--- src/rtl/time_set_ctrl.sv ---
// Edit-mode sequencer for the watch counters: set button walks HR -> MIN -> SEC -> RUN,
// inc button issues increment pulses with hold-to-repeat, idle timeout returns to RUN.
module time_set_ctrl #(
    parameter int HOLD_CYC    = 500,
    parameter int REPEAT_CYC  = 100,
    parameter int TIMEOUT_CYC = 10000,
    parameter int BLINK_CYC   = 250,
    parameter int CNT_W       = 16
) (
    input  logic       clk,
    input  logic       rst,
    input  logic       set_btn,
    input  logic       inc_btn,
    output logic       mode,
    output logic [1:0] sel,
    output logic       change_second,
    output logic       change_minute,
    output logic       change_hour,
    output logic       blink
);

    // State encoding equals the sel code, so sel is just the next state.
    typedef enum logic [1:0] {
        RUN     = 2'b00,
        SET_SEC = 2'b01,
        SET_MIN = 2'b10,
        SET_HR  = 2'b11
    } state_t;

    localparam logic [CNT_W-1:0] ONE        = CNT_W'(1);
    localparam logic [CNT_W-1:0] HOLD_LAST  = CNT_W'(HOLD_CYC - 1);
    localparam logic [CNT_W-1:0] HOLD_SAT   = CNT_W'(HOLD_CYC);
    localparam logic [CNT_W-1:0] REP_LAST   = CNT_W'(REPEAT_CYC - 1);
    localparam logic [CNT_W-1:0] TMO_LAST   = CNT_W'(TIMEOUT_CYC - 1);
    localparam logic [CNT_W-1:0] BLINK_LAST = CNT_W'(BLINK_CYC - 1);

    state_t           r_state, w_next;
    logic             r_inc_prev, r_arm, w_arm_nx;
    logic [CNT_W-1:0] r_hold, w_hold_nx;
    logic [CNT_W-1:0] r_rep, w_rep_nx;
    logic [CNT_W-1:0] r_idle, w_idle_nx;
    logic [CNT_W-1:0] r_bcnt, w_bcnt_nx;
    logic             r_blink, w_blink_nx;
    logic             r_mode;
    logic [1:0]       r_sel;
    logic             r_chg_sec, r_chg_min, r_chg_hr;
    logic             w_pulse, w_rise;

    assign w_rise = inc_btn & ~r_inc_prev;

    always_comb begin
        w_next    = r_state;
        w_pulse   = 1'b0;
        w_arm_nx  = r_arm;
        w_hold_nx = r_hold;
        w_rep_nx  = r_rep;
        w_idle_nx = '0;
        if (r_state == RUN) begin
            w_arm_nx  = 1'b0;
            w_hold_nx = '0;
            w_rep_nx  = '0;
            if (set_btn) w_next = SET_HR;
        end else if (set_btn) begin
            // set_btn beats any inc activity in the same cycle
            w_arm_nx  = 1'b0;
            w_hold_nx = '0;
            w_rep_nx  = '0;
            case (r_state)
                SET_HR:  w_next = SET_MIN;
                SET_MIN: w_next = SET_SEC;
                default: w_next = RUN;
            endcase
        end else if (inc_btn) begin
            if (w_rise) begin
                w_pulse   = 1'b1;
                w_arm_nx  = 1'b1;
                w_hold_nx = '0;
                w_rep_nx  = '0;
            end else if (r_arm) begin
                // hold phase saturates at HOLD_SAT, then the repeat counter takes over
                if (r_hold != HOLD_SAT) begin
                    w_pulse   = (r_hold == HOLD_LAST);
                    w_hold_nx = r_hold + ONE;
                end else if (r_rep == REP_LAST) begin
                    w_pulse  = 1'b1;
                    w_rep_nx = '0;
                end else begin
                    w_rep_nx = r_rep + ONE;
                end
            end
        end else begin
            w_arm_nx  = 1'b0;
            w_hold_nx = '0;
            w_rep_nx  = '0;
            if (r_idle == TMO_LAST) w_next = RUN;
            else                    w_idle_nx = r_idle + ONE;
        end
    end

    always_comb begin
        w_bcnt_nx  = '0;
        w_blink_nx = 1'b0;
        if (w_next != RUN && w_next == r_state && !inc_btn) begin
            if (r_bcnt == BLINK_LAST) begin
                w_blink_nx = ~r_blink;
            end else begin
                w_bcnt_nx  = r_bcnt + ONE;
                w_blink_nx = r_blink;
            end
        end
    end

    always_ff @(posedge clk or negedge rst) begin
        if (!rst) begin
            r_state    <= RUN;
            r_inc_prev <= 1'b0;
            r_arm      <= 1'b0;
            r_hold     <= '0;
            r_rep      <= '0;
            r_idle     <= '0;
            r_bcnt     <= '0;
            r_blink    <= 1'b0;
            r_mode     <= 1'b1;
            r_sel      <= 2'b00;
            r_chg_sec  <= 1'b0;
            r_chg_min  <= 1'b0;
            r_chg_hr   <= 1'b0;
        end else begin
            r_state    <= w_next;
            r_inc_prev <= inc_btn;
            r_arm      <= w_arm_nx;
            r_hold     <= w_hold_nx;
            r_rep      <= w_rep_nx;
            r_idle     <= w_idle_nx;
            r_bcnt     <= w_bcnt_nx;
            r_blink    <= w_blink_nx;
            r_mode     <= (w_next == RUN);
            r_sel      <= w_next;
            r_chg_sec  <= w_pulse && (r_state == SET_SEC);
            r_chg_min  <= w_pulse && (r_state == SET_MIN);
            r_chg_hr   <= w_pulse && (r_state == SET_HR);
        end
    end

    assign mode          = r_mode;
    assign sel           = r_sel;
    assign change_second = r_chg_sec;
    assign change_minute = r_chg_min;
    assign change_hour   = r_chg_hr;
    assign blink         = r_blink;

endmodule

--- config.mk ---
export PLATFORM = sky130hd
export DESIGN_NAME = time_set_ctrl
export DESIGN_NICKNAME = d
export VERILOG_FILES = /design/src/rtl/time_set_ctrl.sv
export SDC_FILE = /design/constraint.sdc
export NUM_CORES = 1
export LEC_CHECK = 0
export BUFFER_PORTS_ARGS = -buffer_cell sky130_fd_sc_hd__buf_2
export CAP_MARGIN = 20
export CORE_AREA = 2 2 89 91
export DETAILED_ROUTE_END_ITERATION = 7
export DIE_AREA = 0 0 91 93
export HOLD_SLACK_MARGIN = 0.02
export PLACE_DENSITY = 0.78
export RECOVER_POWER = 100
export SLEW_MARGIN = 5
export SYNTH_ARGS = -nofsm -noshare
export SYNTH_HDL_FRONTEND = slang
export SYNTH_SLANG_ARGS = --single-unit
export TNS_END_PERCENT = 100
--- constraint.sdc ---
create_clock -name clk -period 2.1 [get_ports clk]
set_input_delay 0.105 -clock clk [delete_from_list [all_inputs] [get_ports clk]]
set_output_delay 0.105 -clock clk [all_outputs]
set_load 0.005 [all_outputs]
* Word level (Yosys, flattened, before mapping)
Index checks and enable logic that the tools add are counted.
Operators by class: add/subtract/negate cells 4, eq/ne operators 14, multiplexer cells 38, bitwise gates (word level) 3, reductions and logical operators 11
Operators with widths (count):
- 16-bit two-way mux | 19
- 16-bit by 1-bit adder with 16-bit output, second input constant | 4
- 16-bit by 14-bit equality test with 1-bit output, second input constant | 1
- 16-bit by 7-bit equality test with 1-bit output, second input constant | 1
- 16-bit by 8-bit equality test with 1-bit output, second input constant | 1
- 16-bit by 9-bit equality test with 1-bit output, second input constant | 1
- 16-bit by 9-bit != test with 1-bit output, second input constant | 1
- 1-bit two-way mux | 13
- 2-bit two-way mux | 5
- 5-bit by 2-bit != test with 1-bit output, second input constant | 2
- 1-bit logical AND | 5
- 5-bit != test, second input constant | 1
- 2-bit equality test, second input constant | 2
- 2-bit zero test | 2
- 4-bit by 2-bit != test with 1-bit output, second input constant | 1
- 2-bit one-hot mux with 2 select lines | 1
- 2-bit AND reduction | 2
- 2-bit by 1-bit equality test with 1-bit output, second input constant | 1
- 2-bit equality test | 1
- 2-bit by 1-bit != test with 1-bit output, second input constant | 1
- 1-bit inverter | 2
- 2-bit nonzero test | 1
- 1-bit bitwise AND | 1
- 1-bit zero test | 1
Storage, ports and cells: bits in registers 73, input bits 4, word-level logic and storage cells 82

* Logic depth before layout (Yosys ltp)
Gate-level depths: netlist of the first run.
word-level depth 9, gate-level depth with buffers 7

* Least setup slack after synthesis of the first run
OpenSTA, ideal clock, no wires.
kind flip-flop to flip-flop, from register r_hold[5], to register r_hold[15], arrival time 1.641 ns, path slack 0.382 ns, stages on the path, launching flop included 5, path buffers 0, cells stage by stage dfrtp_1 -> nand4_1 -> or4_4 -> or4_1 -> a21oi_1
On the way: longest elaborated chain between the ends 7
Ends and longest elaborated chain:
- start, declared | line 39 | logic [CNT_W-1:0] r_hold, w_hold_nx;
- start signal, assigned | line 132 | r_hold <= w_hold_nx;
- 16-bit by 1-bit adder with 16-bit output | line 83 | w_hold_nx = r_hold + ONE;
- 16-bit two-way mux | line 81 | if (r_hold != HOLD_SAT) begin
- 16-bit two-way mux | line 79 | end else if (r_arm) begin
- 16-bit two-way mux | line 74 | if (w_rise) begin
- 16-bit two-way mux | line 73 | end else if (inc_btn) begin
- 16-bit two-way mux | line 63 | end else if (set_btn) begin
- 16-bit two-way mux | line 58 | if (r_state == RUN) begin
Several ways; a longest one is shown, not always the timed one. The select of a mux whose other input is x is not followed. A chain may end at the register's enable or synchronous reset.

* Worst setup path after layout of the first run
from register r_hold[2], to register r_hold[15]
Same word-level chain as after synthesis.

==> impl_summary.txt, run 1 <==
----------------------------------------------------
[Synthesis]
  Asr flop ratio synth ... 100%
  Count of warnings emitted by yosys ... 0
  Top FF cell, synth ... sky130_fd_sc_hd__dfrtp_1
  Yosys cell types ... 53
  Total nets after synthesis ... 420
  Cell types with the largest area share after synthesis ... sky130_fd_sc_hd__dfrtp_1, sky130_fd_sc_hd__nand4_1, sky130_fd_sc_hd__xor2_1
  Post-synth design cell area ... 3930 um2
  Number of cells produced by synthesis ... 410
  Fraction of the yosys area taken by sequential cells ... 46.5%
  Commonest cells in the synthesized netlist ... sky130_fd_sc_hd__dfrtp_1, sky130_fd_sc_hd__nor2_1, sky130_fd_sc_hd__nand2_1, sky130_fd_sc_hd__nand4_1, sky130_fd_sc_hd__xor2_1
  Syn avg cell area ... 9.58 um2
  EDFF count, synth ... 0
  Library cell with the largest summed area after synthesis ... sky130_fd_sc_hd__dfrtp_1
  Most frequent cell after synthesis ... sky130_fd_sc_hd__dfrtp_1
  Synthesized flop and latch total ... 73
  Top cell type's share of synthesized area ... 45.9%

[Clocking]
  Clock Sink Count ... 73
  Number of buffers on the longest clock path ... 2
  CTS Buf Count ... 9
  Post-CTS resize count ... 0
  Clock Latency Late Sink ... 0.36 ns
  Library cell used as clock root buffer ... sky130_fd_sc_hd__clkbuf_8
  Depth of the CTS H-tree ... 3
  TritonCTS clock tree ... built
  # Post-CTS Setup Buffers ... 0
  # hold bufs at CTS ... 2
  Clock slew seen by the registers of the worst setup and hold paths ... 0.08 ns

[Global routing]
  Vias in the first global route ... 3116
  Global route overflow ... 0
  Wire length of the first global-routing pass ... 14300 um
  Largest net degree at the start of global routing ... 38
  GRT Resource Usage Total ... 21.0%
  Initial antenna violation count ... 0

[Worst setup path]
  R2R setup slack ... 0.17 ns
  Critical-path top delay cell ... sky130_fd_sc_hd__dfrtp_1
  Worst-case reg-to-reg path depth ... 4
  Critical R2R Capture ... r_hold[15]
  Maximum fanout encountered on the critical timing path ... 9
  Worst Setup SP ... r_hold[2]
  Crit path buffers/inverters ... 0
  End of the critical path ... r_hold[15]
  Cell Chain, Critical Path ... nand4_4 > or4_4 > or4_1 > a21oi_1
  Required @ worst endpoint ... 2.38 ns
  Arrival time reported for the critical path endpoint ... 2.21 ns
  Start of the worst register-to-register path ... r_hold[2]
  Critical setup path kind ... flop to flop
  CP peak stage delay ... 0.53 ns
  Critical path launch point type ... flop
  Type of element capturing the critical path ... flop
  Cell family contributing the most delay on the critical path ... simple AND/OR/NAND/NOR gates
  Crit path depth ... 4

[Finish]
  Post-route standard cell area excluding fillers ... 4300 um2
  N_diodes ... 0
  Synthesis-to-layout area growth ... 9.49%
  Nets ... 436
  Share of post-route cells with drive strength above 1 ... 9.51%
  Area used by multi-input combinational logic ... 1970 um2
  Layout fillers ... 696
  FF+latch area ... 1830 um2
  Final Util ... 57.1%

[Power and ir drop]
  Leakage ... 0.00169 uW
  Power per cell area ... 648 nW/um2
  Worst voltage drop across the vdd grid ... 0.000541 V

[Routing]
  Total iterations of the first detailed-routing run ... 4
  Number of violations reported at the end of detailed-routing iteration 0 ... 210
  Via count ... 3140
  Antenna-violating nets left ... 0
  Via count normalized by instance count ... 5.89
  Residual DRC ... 0
  Detailed-route wire length per cell ... 15.1 um
  Total length of routed wires ... 8070 um

[STA]
  Max-slew violation total from the final report ... 0
  Highest clock frequency the design can meet ... 518 MHz
  Worst-margin pin slew ... 0.907 ns
  Final cycle utilization of the critical path ... 92.0%
  Least setup slack across all paths after layout ... 0.168 ns
  Hold Vio Cnt, Final ... 0
  RSZ-0062 raised after global routing ... no
  Worst clock skew ... 0.00907 ns
  Time the final worst path needs with I/O delays and setup ... 1.93 ns
  Max-Slew Margin vs Limit ... 39.5%
  Setup violations, final ... 0
  Accumulated negative setup slack ... 0 ns

[Place]
  Number of buffers inserted by port buffering ... 10
  Cell area after placement ... 4090 um2
  Worst-case setup slack after placement ... 0.155 ns
  Dpl hpwl ... 5480 um
  RePlAce Congestion ... 0.931

[Floorplan]
  Initial Util ... 52.2%
  Cell Rows ... 32
  Floorplan die height ... 93 um
  Die width ... 91 um
  Number of placed I/O pins ... 11
  Floorplan core area ... 7530 um2
  Die Outline Area ... 8460 um2

[Min path]
  HP Class ... input pin to flop

[Flow run]
  Max-cap viol count ... 0

[Run status]
  Result of the run ... completed

----------------------------------------------------
[registers in the layout, indices dropped and copies added (netlist names)]
| register | flops |
|---|---|
| change_second | 1 |
| r_idle | 16 |
| r_bcnt | 16 |
| r_hold | 16 |
| change_hour | 1 |
| change_minute | 1 |
| r_rep | 16 |
| mode | 1 |
| sel | 2 |
| r_inc_prev | 1 |
| r_arm | 1 |
| blink | 1 |
[cell type report]
class | instances | area share (%)
inverters | 12 | 1.05
well taps | 102 | 2.97
flip-flops and latches | 73 | 42.5
clock buffers | 9 | 2.88
repair buffers | 21 | 2.94
multi-input cells | 309 | 45.9
clock inverters | 7 | 1.80
[cells in the final DEF, fill, tap and decap left out, types with 3 or more instances in the layout]
master,synthesis,routed
sky130_fd_sc_hd__nor3_1,9,9
sky130_fd_sc_hd__buf_2,1,6
sky130_fd_sc_hd__a211oi_1,8,8
sky130_fd_sc_hd__inv_1,12,12
sky130_fd_sc_hd__clkbuf_1,12,4
sky130_fd_sc_hd__or3_1,17,17
sky130_fd_sc_hd__nand3_1,19,20
sky130_fd_sc_hd__and4_1,10,11
sky130_fd_sc_hd__mux2i_1,4,4
sky130_fd_sc_hd__o22ai_1,8,8
sky130_fd_sc_hd__clkbuf_8,0,9
sky130_fd_sc_hd__clkbuf_2,0,4
sky130_fd_sc_hd__nor2_1,39,39
sky130_fd_sc_hd__o21ai_0,11,11
sky130_fd_sc_hd__ha_1,6,6
sky130_fd_sc_hd__dfrtp_1,72,72
sky130_fd_sc_hd__nor3b_1,3,3
sky130_fd_sc_hd__xor2_1,21,21
sky130_fd_sc_hd__buf_4,2,4
sky130_fd_sc_hd__nand2_1,34,34
sky130_fd_sc_hd__xnor2_1,13,13
sky130_fd_sc_hd__a21oi_1,11,11
sky130_fd_sc_hd__or4_1,3,3
sky130_fd_sc_hd__nor4_1,13,13
sky130_fd_sc_hd__and3_1,8,8
sky130_fd_sc_hd__nand4_1,31,31
sky130_fd_sc_hd__nor4b_1,7,7
[layer usage]
metal | routed length [um] | share of wire, % | GRT usage [%]
met4 | 133 | 1.6 | 7.07
met2 | 3770 | 47 | 33.2
met3 | 318 | 3.9 | 5.72
met1 | 3850 | 48 | 28.2
met5 | 0 | 0 | 0
[where the power goes]
part	switching (uW)	total [uW]	internal [uW]
clock	585	1140	559
combinational	120	176	55.8
sequential	32.3	1470	1430
[worst register-to-register path, stage by stage, from the launching register on]
cell and delay [ns]:
sky130_fd_sc_hd__dfrtp_1 0.53, sky130_fd_sc_hd__nand4_4 0.18, sky130_fd_sc_hd__or4_4 0.48, sky130_fd_sc_hd__or4_1 0.50, sky130_fd_sc_hd__a21oi_1 0.18
[per-stage QoR]
step,power [uW],cells,hold slack (ns)
final,2790,533,0.0566
after global routing,2910,533,0.0536
after floorplan,1590,410,-0.191
after detailed placement,1670,514,0.185
after global placement,1670,514,0.176
after CTS,2810,532,0.0353
[how the worst min path moves through the flow]
stage	startpoint	to	slack [ns]	cells past startpoint
6_report	set_btn	r_idle[2]	0.06	2
5_1_grt	set_btn	r_idle[2]	0.05	2
4_1_cts	set_btn	r_idle[2]	0.04	2
3_5_place_dp	rst	r_rep[6]	0.19	2
3_3_place_gp	rst	r_rep[6]	0.18	2
2_1_floorplan	rst	blink	-0.19	0
[logic make-up after synthesis]
logic type | Yosys count | share of synthesized area [%]
adders and majority gates | 6 | 1.91
AOI/OAI and AO/OA | 52 | 8.57
buffers and inverters | 28 | 3.09
muxes | 4 | 1.02
xor gates and xnor gates | 34 | 7.58
and+or+nand+nor | 213 | 31.3
DFF | 73 | 46.5
Note: power is estimated with default switching activity, not from simulation.
==> run 2, diff against run 1 <==
==> constraint.sdc (replaced) <==
create_clock -name clk -period 1.8 [get_ports clk]
set_input_delay 0.09 -clock clk [delete_from_list [all_inputs] [get_ports clk]]
set_output_delay 0.09 -clock clk [all_outputs]
set_load 0.005 [all_outputs]
==> run 2 against run 1 <==
  * The flow now finishes with violations (setup timing)
  * Hold slack better by 0.013 ns
  * Clock power up 25%
  * Core utilization is 8.4 points higher
  * First-iteration DRC count is 43% higher
  * Critical path type unchanged
  * Die area stayed put
  * Routed wire length is 24% higher
  * Worst setup slack worse by 0.19 ns
  * Non-clock buffer count rose by 49
  * Power grew 23%
  * Sequential power grew 16%
  * Register-to-register slack worse by 0.19 ns
==> impl_summary.txt, run 2 (synthesis gave the netlist of run 1 again) <==
----------------------------------------------------
[Run status]
  Result of the run ... finished, violations left
  Violations in the final reports ... setup timing

[Clocking]
  Depth of the CTS H-tree ... 3 (unchanged)
  Clock Latency Late Sink ... 0.36 ns (about the same)
  Number of buffers on the longest clock path ... 2 (unchanged)
  Clock slew seen by the registers of the worst setup and hold paths ... 0.08 ns (about the same)
  Library cell used as clock root buffer ... sky130_fd_sc_hd__clkbuf_8
  CTS Buf Count ... 9 (unchanged)
  TritonCTS clock tree ... built
  Clock Sink Count ... 73 (unchanged)

[Worst setup path]
  Critical setup path kind ... flop to flop
  Maximum fanout encountered on the critical timing path ... 4 (-5)
  Critical path launch point type ... flop
  Worst-case reg-to-reg path depth ... 6 (+2)
  Critical R2R Capture ... r_rep[13]
  Arrival time reported for the critical path endpoint ... 2.11 ns (-0.10 ns)
  Type of element capturing the critical path ... flop
  Required @ worst endpoint ... 2.09 ns (-0.29 ns)
  R2R setup slack ... -0.02 ns (-0.19 ns)
  Start of the worst register-to-register path ... r_hold[1]

[Place]
  Cell area after placement ... 4400 um2 (+7.6%)
  Number of buffers inserted by port buffering ... 10 (unchanged)
  Dpl hpwl ... 6200 um (+13%)
  Number of cells in the design after placement ... 552 (+7.4%)
  RePlAce Congestion ... 0.973 (+4.4%)

[Finish]
  FF+latch area ... 1830 um2 (unchanged)
  N_diodes ... 0 (unchanged)
  Final Util ... 65.5% (+8.4 points)
  Post-route standard cell area excluding fillers ... 4930 um2 (+15%)
  Area used by multi-input combinational logic ... 2170 um2 (+9.8%)
  Commonest non-fill, non-tap cells in the layout ... sky130_fd_sc_hd__dfrtp_1, sky130_fd_sc_hd__buf_4, sky130_fd_sc_hd__nor2_1, sky130_fd_sc_hd__nand2_1, sky130_fd_sc_hd__nand4_1
  Leading cell type in the layout, fill and taps excluded ... sky130_fd_sc_hd__dfrtp_1
  Synthesis-to-layout area growth ... 25.5%
  Layout fillers ... 616 (-11%)
  Nets ... 485 (+11%)
  Share of post-route cells with drive strength above 1 ... 26.0% (+17 points)
  Final std cells w/o fill ... 582 (+9.2%)

[Global routing]
  GRT Resource Usage Total ... 23.6% (+2.6 points)
  Vias in the first global route ... 3528 (+13%)
  Global route overflow ... 0 (unchanged)
  Largest net degree at the start of global routing ... 42 (+11%)
  Initial antenna violation count ... 0 (unchanged)
  Wire length of the first global-routing pass ... 16200 um (+13%)

[Power and ir drop]
  Flop pwr share ... 49.8% (-2.8 points)
  Combinational group share of total power ... 8.5% (+2.2 points)
  Post-route total power ... 3420 uW (+23%)
  Leakage ... 0.00203 uW (+20%)
  Net switching share of the total power ... 25.1% (-1.4 points)
  Internal power ... 2560 uW (+25%)
  Net switching component of the power ... 858 uW (+16%)
  Clk network pwr share ... 41.7% (+0.6 points)
  Worst voltage drop across the vdd grid ... 0.000658 V (+22%)
  Power per cell area ... 694 nW/um2 (+7.1%)

[Routing]
  Detailed-route wire length per cell ... 17.2 um (+14%)
  Residual DRC ... 0 (unchanged)
  Total iterations of the first detailed-routing run ... 5 (+1)
  Via count ... 3606 (+15%)
  Antenna-violating nets left ... 0 (unchanged)
  Total length of routed wires ... 10000 um (+24%)
  Via count normalized by instance count ... 6.20 (+5.2%)
  Number of violations reported at the end of detailed-routing iteration 0 ... 301 (+43%)

[STA]
  Final cycle utilization of the critical path ... 101% (+9.4 points)
  Hold Vio Cnt, Final ... 0 (unchanged)
  Highest clock frequency the design can meet ... 548 MHz (+5.9%)
  Max-slew violation total from the final report ... 0 (unchanged)
  RSZ-0062 raised after global routing ... yes
  Max-Slew Margin vs Limit ... 51.7% (+12 points)
  Setup violations, final ... 3 (+3)
  Worst-margin pin slew ... 0.723 ns (-0.184 ns)
  Accumulated negative setup slack ... -0.0600 ns (-0.0600 ns)
  Time the final worst path needs with I/O delays and setup ... 1.82 ns (-0.107 ns)
  Least setup slack across all paths after layout ... -0.0244 ns (-0.193 ns)
  Worst clock skew ... 0.00921 ns (+0.000131 ns)

[Min path]
  HP Class ... input pin to flop
  Capture endpoint of the worst hold path ... r_idle[2]
  Hold Path Cell Cnt ... 2 (unchanged)
  Start point of the worst min-delay path ... set_btn

[Flow run]
  Max-cap viol count ... 0 (unchanged)

[Floorplan]
  Die width ... 91 um (unchanged)
  Number of placed I/O pins ... 11 (unchanged)
  Floorplan die height ... 93 um (unchanged)
  Cell Rows ... 32 (unchanged)
  Floorplan core area ... 7530 um2 (unchanged)
  Die Outline Area ... 8460 um2 (unchanged)
  Initial Util ... 52.2% (unchanged)

----------------------------------------------------
## run 2: cell count changes in the layout (fill, tap and decap cells not counted), sizes merged
cell and delta:
bufinv +1, clkbuf -8, inv -2, clkinv +1, buf +57
## run 2: worst max path at each step
stage,from,end,slack [ns],cells after the start
2_1_floorplan,r_hold[5],r_hold[15],0.08,4
3_3_place_gp,r_rep[0],change_second,-0.03,5
3_5_place_dp,sel[0],r_rep[2],-0.08,4
4_1_cts,r_hold[0],r_hold[2],0.003,6
5_1_grt,r_hold[1],r_rep[13],-0.08,6
6_report,r_hold[1],r_rep[13],-0.02,6
## run 2: layout make-up
class / instances / area share, %
Tap cell: 102 / 2.59
Multi-Input combinational cell: 309 / 43.9
Sequential cell: 73 / 37.1
Clock inverter: 7 / 1.93
Inverter: 12 / 0.913
Timing Repair Buffer: 70 / 11.1
Clock buffer: 9 / 2.51
## run 2: stage by stage
step / hold WS [ns] / setup WS [ns]
floorplan: -0.206 / 0.0819
global placement: 0.120 / -0.0308
detailed placement: 0.129 / -0.0790
CTS: 0.0367 / 0.00307
global route: 0.0944 / -0.0773
finish: 0.0698 / -0.0244
## run 2: what timing repair did
| action | 4_1_cts | 5_1_grt |
|---|---|---|
| setup endpoints to repair | 8 | 53 |
| hold endpoints to repair | 25 | 0 |
| cloned | 0 | 1 |
| buffers inserted | 6 | 7 |
| pin swaps | 1 | 13 |
| hold buffers | 2 | 0 |
| resized for setup | 6 | 38 |
## run 2: layer usage
layer / vias to the layer above / track usage (%) / part of all wire, %
li1: 1646 / - / -
met4: 0 / 10.2 / 2.7
met3: 27 / 5.08 / 5.1
met2: 140 / 38.7 / 49
met5: - / 0 / 0
met1: 1793 / 30.3 / 43
## run 2: worst max-delay path: stages, from the launching register on
cell                      delay (ns)
sky130_fd_sc_hd__dfrtp_1        0.44
sky130_fd_sc_hd__inv_2          0.10
sky130_fd_sc_hd__ha_4           0.15
sky130_fd_sc_hd__and4_4         0.20
sky130_fd_sc_hd__nand4_1        0.19
sky130_fd_sc_hd__or4_4          0.56
sky130_fd_sc_hd__a21oi_2        0.12
## run 2: power by group through the flow
stage	sequential [uW]	combinational, uW	clock, uW
floorplan	1740	115	0
finish	1700	291	1430
detailed placement	1730	264	0
global placement	1730	256	0
CTS	1700	275	1440
global route	1710	322	1520
==> run 3, diff against run 2 <==
--- a/config.mk
+++ b/config.mk
@@ -13,6 +13,7 @@
 export HOLD_SLACK_MARGIN = 0.02
 export PLACE_DENSITY = 0.78
 export RECOVER_POWER = 100
+export REMOVE_ABC_BUFFERS = 1
 export SLEW_MARGIN = 5
 export SYNTH_ARGS = -nofsm -noshare
 export SYNTH_HDL_FRONTEND = slang
==> run 3 against run 2 <==
  * The flow still finishes with violations (setup timing)
  * Worst setup slack lost 0.0044 ns
  * Critical path depth down 2
  * Via count shrank 2.7%
  * Hold slack better by 0.034 ns
  * Global-route usage decreased by 1.5 points
  * Critical path type unchanged
  * Largest power group unchanged
==> impl_summary.txt, run 3 (synthesis gave the netlist of run 1 again) <==
----------------------------------------------------
[Finish]
  Area used by multi-input combinational logic ... 2120 um2 (-2.3%)
  FF+latch area ... 1840 um2 (+0.48%)
  N_diodes ... 0 (unchanged)
  Layout fillers ... 615 (-0.16%)
  Share of post-route cells with drive strength above 1 ... 23.1% (-3.0 points)
  Post-route standard cell area excluding fillers ... 4790 um2 (-2.8%)
  Synthesis-to-layout area growth ... 22.0%
  Leading cell type in the layout, fill and taps excluded ... sky130_fd_sc_hd__dfrtp_1
  Commonest non-fill, non-tap cells in the layout ... sky130_fd_sc_hd__dfrtp_1, sky130_fd_sc_hd__nor2_1, sky130_fd_sc_hd__buf_4, sky130_fd_sc_hd__nand2_1, sky130_fd_sc_hd__nand4_1
  Nets ... 473 (-2.5%)

[Clocking]
  Clock Latency Late Sink ... 0.35 ns (about the same)
  CTS Buf Count ... 9 (unchanged)
  TritonCTS clock tree ... built
  Number of buffers on the longest clock path ... 2 (unchanged)
  Depth of the CTS H-tree ... 3 (unchanged)
  Clock Sink Count ... 73 (unchanged)
  Clock slew seen by the registers of the worst setup and hold paths ... 0.08 ns (about the same)
  Library cell used as clock root buffer ... sky130_fd_sc_hd__clkbuf_8

[Min path]
  HP Class ... input pin to flop

[Worst setup path]
  Worst-case reg-to-reg path depth ... 4 (-2)
  Type of element capturing the critical path ... flop
  Critical path launch point type ... flop
  End of the critical path ... r_hold[15]
  Maximum fanout encountered on the critical timing path ... 6 (+2)
  Required @ worst endpoint ... 2.08 ns (about the same)
  Critical R2R Capture ... r_hold[15]
  Arrival time reported for the critical path endpoint ... 2.11 ns (about the same)
  Start of the worst register-to-register path ... r_arm
  R2R setup slack ... -0.03 ns (about the same)
  Worst Setup SP ... r_arm
  Critical setup path kind ... flop to flop

[Run status]
  Result of the run ... finished, violations left
  Violations in the final reports ... setup timing

[Routing]
  Residual DRC ... 0 (unchanged)
  Number of violations reported at the end of detailed-routing iteration 0 ... 272 (-9.6%)
  Antenna-violating nets left ... 0 (unchanged)
  Total iterations of the first detailed-routing run ... 5 (unchanged)
  Via count normalized by instance count ... 6.16 (-0.64%)
  Total length of routed wires ... 9360 um (-6.5%)
  Detailed-route wire length per cell ... 16.4 um (-4.5%)
  Via count ... 3509 (-2.7%)

[STA]
  Setup violations, final ... 2 (-1)
  Accumulated negative setup slack ... -0.0532 ns (+0.00680 ns)
  Max-slew violation total from the final report ... 0 (unchanged)
  Least setup slack across all paths after layout ... -0.0288 ns (-0.00443 ns)
  Worst-margin pin slew ... 0.835 ns (+0.112 ns)
  RSZ-0062 raised after global routing ... yes
  Time the final worst path needs with I/O delays and setup ... 1.83 ns (+0.00443 ns)
  Final cycle utilization of the critical path ... 102% (+0.25 points)
  Highest clock frequency the design can meet ... 547 MHz (-0.24%)
  Hold Vio Cnt, Final ... 0 (unchanged)
  Worst clock skew ... 0.0126 ns (+0.00336 ns)
  Max-Slew Margin vs Limit ... 44.3% (-7.3 points)

[Place]
  Number of buffers inserted by port buffering ... 10 (unchanged)
  Cell area after placement ... 4390 um2 (-0.34%)
  RePlAce Congestion ... 0.915 (-5.9%)
  Worst-case setup slack after placement ... -0.118 ns (-0.0389 ns)
  Dpl hpwl ... 5990 um (-3.3%)

[Floorplan]
  Number of placed I/O pins ... 11 (unchanged)
  Floorplan die height ... 93 um (unchanged)
  Initial Util ... 52.2% (unchanged)
  Die Outline Area ... 8460 um2 (unchanged)
  Cell Rows ... 32 (unchanged)
  Die width ... 91 um (unchanged)
  Floorplan core area ... 7530 um2 (unchanged)

[Global routing]
  Initial antenna violation count ... 0 (unchanged)
  Vias in the first global route ... 3329 (-5.6%)
  Wire length of the first global-routing pass ... 15200 um (-6.1%)
  Largest net degree at the start of global routing ... 41 (-2.4%)
  GRT Resource Usage Total ... 22.0% (-1.5 points)
  Global route overflow ... 0 (unchanged)

[Power and ir drop]
  Leakage ... 0.00195 uW (-4.2%)
  Power per cell area ... 720 nW/um2 (+3.7%)
  Post-route total power ... 3450 uW (+0.79%)
  Worst voltage drop across the vdd grid ... 0.000423 V (-36%)

[Flow run]
  Max-cap viol count ... 0 (unchanged)

----------------------------------------------------
[run 3: changes by cell type in the layout (fill, tap and decap cells not counted), moves of 3 or more]
cell and delta:
sky130_fd_sc_hd__dfrtp_1 -7, sky130_fd_sc_hd__dfrtp_2 +7, sky130_fd_sc_hd__buf_4 -13, sky130_fd_sc_hd__clkbuf_1 +3
[run 3: worst min path at each step]
stage | startpoint | to | slack [ns] | depth (start not counted)
after detailed placement | rst | r_idle[11] | 0.07 | 1
after global routing | set_btn | r_idle[2] | 0.11 | 3
after CTS | set_btn | r_idle[2] | 0.09 | 3
after global placement | rst | r_idle[11] | 0.07 | 1
after floorplan | rst | blink | -0.21 | 0
final | set_btn | r_idle[2] | 0.10 | 3
[run 3: report_power, final]
group / internal (uW) / switching (uW) / leakage, uW
clock: 856 / 607 / 0.000114
combinational: 106 / 186 / 0.000837
sequential: 1670 / 20.9 / 0.000996
total: 2640 / 813 / 0.00195
[run 3: what timing repair did]
item	4_1_cts	5_1_grt
endpoints found under the setup margin	11	34
gates resized for setup	5	32
gates cloned	0	1
hold endpoints to repair	35	0
setup buffers	1	2
hold buffers	2	0
pin swaps	0	16
[run 3: critical path: stages (launching register included)]
cell                      delay (ns)
sky130_fd_sc_hd__dfrtp_2        0.42
sky130_fd_sc_hd__nand4_4        0.11
sky130_fd_sc_hd__or4_4          0.59
sky130_fd_sc_hd__or4_4          0.50
sky130_fd_sc_hd__a21oi_2        0.14
[run 3: per-stage QoR]
| step | hold slack [ns] | utilization [%] | std cells |
|---|---|---|---|
| global placement | 0.0698 | 58.3 | 548 |
| finish | 0.104 | 63.7 | 570 |
| floorplan | -0.206 | - | 394 |
| global route | 0.111 | 63.7 | 570 |
| CTS | 0.0936 | 62.1 | 567 |
| detailed placement | 0.0723 | 58.3 | 548 |
[run 3: per-layer routing]
metal	share of wire [%]	GRT usage, %	wire length (um)	up-vias
met5	0	0	0	-
met4	1.6	7.83	153	0
met3	5.2	4.67	487	19
met2	49	35.4	4570	126
met1	44	29.9	4150	1733
li1	-	-	-	1631
[run 3: final cells by class]
| type | count | area share [%] |
|---|---|---|
| well taps | 102 | 2.66 |
| repair buffers | 58 | 9.19 |
| inverters | 12 | 0.940 |
| multi-input cells | 309 | 44.2 |
| clock inverters | 3 | 1.36 |
| flip-flops and latches | 73 | 38.3 |
| clock buffers | 13 | 3.32 |
